File: config.mk
export PLATFORM = sky130hd
export DESIGN_NAME = sense_capture_ctrl
export DESIGN_NICKNAME = d
export VERILOG_FILES = /design/src/rtl/sense_capture_ctrl.sv
export SDC_FILE = /design/constraint.sdc
export NUM_CORES = 1
export LEC_CHECK = 0
export BUFFER_PORTS_ARGS = -buffer_cell sky130_fd_sc_hd__buf_2
export CORE_ASPECT_RATIO = 0.6
export CORE_MARGIN = 2
export CORE_UTILIZATION = 25
export DETAILED_ROUTE_END_ITERATION = 8
export GPL_TIMING_DRIVEN = 1
export PLACE_DENSITY = 0.56
export SYNTH_ARGS = -nofsm -noshare
export SYNTH_HDL_FRONTEND = slang
export SYNTH_SLANG_ARGS = --single-unit
File: constraint.sdc
create_clock -name clk -period 2.7 [get_ports clk]
set_clock_uncertainty 0.1 [all_clocks]
set_input_delay 0.135 -clock clk [delete_from_list [all_inputs] [get_ports clk]]
set_output_delay 0.135 -clock clk [all_outputs]
set_load 0.01 [all_outputs]
File: src/rtl/sense_capture_ctrl.sv
// Read-timing sequencer for the column sense path: precharge -> wordline -> sense,
// then captures the sense-amp word into a valid/ready output buffer.
//
// state  | meaning
// -------+-----------------------------------------------------------
// IDLE   | bitlines precharged, waiting for an accepted read
// PRECH  | bitline precharge before wordline, PRE_CYCLES long
// WL     | wordline asserted, bitlines developing, WL_CYCLES long
// SENSE  | wordline + sense amps on, SETTLE_CYCLES long, capture at end
module sense_capture_ctrl #(
   parameter int COLS          = 16,
   parameter int PRE_CYCLES    = 2,
   parameter int WL_CYCLES     = 3,
   parameter int SETTLE_CYCLES = 1
) (
   input  logic            clk,
   input  logic            rst_n,
   input  logic            rd_req,
   output logic            rd_ack,
   output logic            pre_en,
   output logic            wl_en,
   output logic            sa_en,
   input  logic [COLS-1:0] preout,
   output logic [COLS-1:0] rd_data,
   output logic            rd_valid,
   input  logic            rd_ready
);

   localparam int MAX_AB = (PRE_CYCLES > WL_CYCLES) ? PRE_CYCLES : WL_CYCLES;
   localparam int MAX_P  = (MAX_AB > SETTLE_CYCLES) ? MAX_AB : SETTLE_CYCLES;
   localparam int CW     = $clog2(MAX_P + 1);

   localparam logic [CW-1:0] PRE_LD    = CW'(PRE_CYCLES - 1);
   localparam logic [CW-1:0] WL_LD     = CW'(WL_CYCLES - 1);
   localparam logic [CW-1:0] SETTLE_LD = CW'(SETTLE_CYCLES - 1);

   localparam logic [1:0] S_IDLE  = 2'd0;
   localparam logic [1:0] S_PRECH = 2'd1;
   localparam logic [1:0] S_WL    = 2'd2;
   localparam logic [1:0] S_SENSE = 2'd3;

   logic [1:0]    state;
   logic [CW-1:0] cnt;
   logic          cnt_zero;
   logic          buf_free;
   logic          capture;

   assign cnt_zero = (cnt == '0);
   assign buf_free = !rd_valid || rd_ready;
   assign rd_ack   = rd_req && (state == S_IDLE) && buf_free;
   assign capture  = (state == S_SENSE) && cnt_zero;

   // Decoded from registered state so the async reset kills wl_en/sa_en at once.
   assign pre_en = (state == S_IDLE) || (state == S_PRECH);
   assign wl_en  = (state == S_WL) || (state == S_SENSE);
   assign sa_en  = (state == S_SENSE);

   always_ff @(posedge clk or negedge rst_n) begin
      if (!rst_n) begin
         state <= S_IDLE;
         cnt   <= '0;
      end else begin
         case (state)
            S_IDLE: begin
               if (rd_ack) begin
                  state <= S_PRECH;
                  cnt   <= PRE_LD;
               end
            end
            S_PRECH: begin
               if (cnt_zero) begin
                  state <= S_WL;
                  cnt   <= WL_LD;
               end else begin
                  cnt <= cnt - 1'b1;
               end
            end
            S_WL: begin
               if (cnt_zero) begin
                  state <= S_SENSE;
                  cnt   <= SETTLE_LD;
               end else begin
                  cnt <= cnt - 1'b1;
               end
            end
            default: begin
               if (cnt_zero) begin
                  state <= S_IDLE;
               end else begin
                  cnt <= cnt - 1'b1;
               end
            end
         endcase
      end
   end

   // A capture on the same edge as a drain wins: the buffer refills with the new word.
   always_ff @(posedge clk or negedge rst_n) begin
      if (!rst_n) begin
         rd_valid <= 1'b0;
         rd_data  <= '0;
      end else if (capture) begin
         rd_valid <= 1'b1;
         rd_data  <= preout;
      end else if (rd_ready) begin
         rd_valid <= 1'b0;
      end
   end

endmodule

After elaboration in Yosys (flattened, before gate mapping). Index checks and enable logic that the tools add are counted.

Flip-flop bits (word level): 21. Input bits: 20.

Add/subtract/negate cells: 1. Eq/ne operators: 7. Multiplexer cells: 11. Reduce and logical (&&, ||, !) cells: 13.

Operator list (count): 2-to-1 mux 2 bit (7); one-hot mux 2 bit (3 select lines) (2); inequality test 2 bit (second input constant) (3); equality test 2 bit (second input constant) (2); zero test 2 bit (2); inequality test 4 x 1 -> 1 bit (second input constant) (1); AND reduction 4 bit (1); nonzero test 2 bit (2); logical AND 1 bit (3); logical OR 1 bit (3); equality test 2 x 1 -> 1 bit (second input constant) (1); 2-to-1 mux 1 bit (2); AND reduction 2 bit (1); subtractor 2 x 1 -> 2 bit (second input constant) (1); zero test 1 bit (1).

Longest topological paths before layout.
Depth after elaboration: 5. Gate-level depth with buffers: 7. Gate-level depth less buffers: 6.

Least setup slack after synthesis. Ideal clock, no wire load.

Path kind: register to register. Start: reg state[0]. End: reg rd_data[0]. Setup time: 0.125 ns. Arrival time: 1.315 ns. Data required time: 2.475 ns. Slack: 1.160 ns. Stages on the path, launching flop included: 5. Path buffers: 1. Path through: dfrtp_1 ha_1 nand2_4 buf_6 mux2_4.

Cells in the longest elaborated chain, start to end: 2.

Ends and longest elaborated chain: from (decl) (line 42) `logic [1:0] state;`; from (signal assigned) (line 60) `state <= S_IDLE;`; from (signal assigned) (line 66) `state <= S_PRECH;`; from (signal assigned) (line 72) `state <= S_WL;`; equality test 2 bit; named net sa_en (line 22) `output logic sa_en,`; logical AND 1 bit (line 51) `assign capture = (state == S_SENSE) && cnt_zero;`; to (signal assigned) (line 104) `rd_data <= preout;`; to (decl) (line 24) `output logic [COLS-1:0] rd_data,`.

The timed path passes the listed nets, and every way through them passes these cells. A chain may end at the register's enable or synchronous reset.

Worst setup path in the final report.
Start: reg state[0]. End: out pre_en.

Cells in the longest elaborated chain, start to end: 2.

Ends and longest elaborated chain: equality test 2 x 1 -> 1 bit or zero test 2 bit (tied branches) (line 54) `assign pre_en = (state == S_IDLE) || (state == S_PRECH);`; logical OR 1 bit * (line 54); to (decl) (line 20) `output logic pre_en,`.

Every way passes the cells marked *; elsewhere a longest branch is shown, timed or not.

==> metrics.md <==
| Metric | Value |
|---|---|
| Total grt overflow | 0 |
| Filler cells | 397 |
| Synth unique cells | 23 |
| CTS tree | yes |
| Slowest stage cell, crit path | dfrtp_1 |
| Layout cells sized above 1 | 0.496 |
| Fin crit period | 1.75 ns |
| Setup TNS | 0 ns |
| Largest net degree at the start of global routing | 22 |
| Post-Route WL | 2160 um |
| CTS Buf Count | 3 |
| Die X | 87.9 um |
| Crit Path Class | reg -> out |
| Pins over their slew limit | 0 |
| Pwr per Cell Area | 1220 mW/mm2 |
| Initial Util | 0.259 |
| Clock latency on the worst-skew pair | 0.25 ns |
| Cell Area, Synth | 0.00106 mm2 |
| Crit Path Max Fanout | 10 |
| Post-DP HPWL | 1670 um |
| Multi-input logic area | 495 um2 |
| RePlAce Congestion | 0.798 |
| Relative slew slack | 0.684 |
| FMAX | 0.573 GHz |
| Yosys warns | 0 |
| Vias | 773 |
| # nets final | 155 |
| Quantity of gates resized following cts | 0 |
| Die area | 0.00478 mm2 |
| Setup-failing EPs final | 0 |
| Status | complete, no violations |
| # port buffers | 40 |
| Synthesized Nets | 109 |
| Row count | 18 |
| Clk buf depth | 2 |
| Post-Place Cells | 180 |
| First-pass GRT wire length | 3480 um |
| CTS root buffer | clkbuf_8 |
| Max-cap check violation count | 0 |
| Worst hold slack | 0.00899 ns |
| Iter 0 DRT Violations | 32 |
| Crit. End Element | output pin |
| LEAKAGE | 0.725 nW |
| Vias in the first global route | 825 |
| Flops & latches, synth | 21 |
| Hold Vio Cnt, Final | 0 |
| Final Power | 1.70 mW |
| Register area share after synthesis | 0.498 |
| Die height | 54.3 um |
| Critical path, cell by cell | inv_1 > ha_1 > or2_2 > buf_2 |
| Critical Path RT | 2.47 ns |
| H-tree lvl count | 1 |
| VDD IR max | 0.447 mV |
| Core Util, Final | 0.341 |
| Delay-heaviest family, CP | flip-flops |
| Core area | 0.00408 mm2 |
| CP Data Arrival Time | 1.51 ns |
| Register area | 526 um2 |
| Fin cells | 187 |
| Initial antenna violation count | 0 |
| Residual DRC count | 0 |
| Mapped Avg Cell Area | 12.9 um2 |
| Startpoint Class | flip-flop |
| RSZ-0062 raised after global routing | no |
| Min-delay worst type | in -> reg |
| ANT nets after route | 0 |
| CP bufs+invs | 2 |
| Slew @ Worst Pin | 0.474 ns |
| GRT Total Usage | 0.0977 |
| Avg WL per Cell | 11.5 um |
| Io pins | 41 |
| ANT cells | 0 |
| Period utilization | 0.646 |
| Clk sinks | 21 |
| Area Overhead vs Synth | 31.6% |
| Worst-path clk slew | 0.07 ns |
| Max stage delay on crit path | 0.39 ns |
| Gate Count Post-Synth | 82 |
| Drt pass-1 iters | 4 |
| Average via count per standard cell | 4.13 |
[cells in the mapped netlist]
cell,n,share of area
dfrtp_1,21,0.50
mux2_4,9,0.13
mux2_2,8,0.085
ha_1,7,0.083
inv_1,5,0.018
nor2_1,5,0.018
nand2_1,4,0.014
mux2i_1,3,0.028
o21ai_0,3,0.014
a32oi_1,2,0.017
nand2b_1,2,0.012
or2_2,2,0.012
a21oi_1,1,0.0047
a31oi_1,1,0.0059
and3_1,1,0.0059
buf_2,1,0.0047
buf_6,1,0.011
nand2_4,1,0.011
nand3_1,1,0.0047
nand3b_1,1,0.0071
nor3_1,1,0.0047
o211ai_1,1,0.0071
o21a_1,1,0.0071
[cell families after synthesis]
family                   Yosys count  synth area share
buffers and inverters              7            0.0332
multiplexers                      20             0.242
adder cells (fa/ha/maj)            7            0.0829
flip-flops                        21             0.498
AND/OR/NAND/NOR                   18            0.0889
AO/OA/AOI/OAI                      9            0.0557
[cell type report]
cell class,instances,area share
sequential,21,0.378
multi-input combinational,54,0.356
timing repair buffer,43,0.166
tap,60,0.0540
clock buffer,4,0.0324
inverter,5,0.0135
[report_power, final]
group	switching (mW)	internal, mW
Clock	0.0944	0.105
Combinational	0.451	0.476
Sequential	0.0918	0.480
[layer usage]
metal / track usage / wire [um] / vias to the layer above / part of all wire
li1: - / - / 371 / -
met1: 0.110 / 960 / 372 / 0.45
met2: 0.179 / 1040 / 28 / 0.48
met3: 0.0332 / 130 / 2 / 0.060
met4: 0.0308 / 27 / 0 / 0.013
met5: 0 / 0 / - / 0
[cell usage in the layout, fill, tap and decap left out, types with 4 or more instances in the layout]
cell,n
nor2_1,5
mux2_4,9
nand2_1,4
dfrtp_1,21
ha_1,7
mux2_2,8
buf_2,40
inv_1,5
[repair_timing]
| action | 4_1_cts | 5_1_grt |
|---|---|---|
| hold endpoints to repair | 23 | 0 |
| hold buffers | 3 | 0 |
| buffers inserted | 0 | 0 |
[through the flow]
| stage | cell area [um2] | setup slack (ns) |
|---|---|---|
| global placement | 1320 | 1.12 |
| global route | 1390 | 0.841 |
| detailed placement | 1320 | 1.08 |
| floorplan | 1060 | 1.16 |
| finish | 1390 | 0.954 |
| CTS | 1390 | 0.943 |
[registers in the layout, indices dropped and copies added (netlist names)]
register,flops
rd_data,16
cnt,2
state,2
rd_valid,1
[final timing paths]
path	depth (start not counted)	slack (ns)	to	from
setup / recovery	4	0.95	pre_en	state[0]
hold / removal	2	0.009	rd_data[0]	preout[0]
setup reg to reg	5	1.07	cnt[1]	state[1]
hold reg to reg	1	0.41	rd_data[8]	rd_data[8]
max in group asynchronous	2	1.91	rd_valid	rst_n
min in group asynchronous	2	0.26	state[0]	rst_n
(Power assumes the default switching activity.)
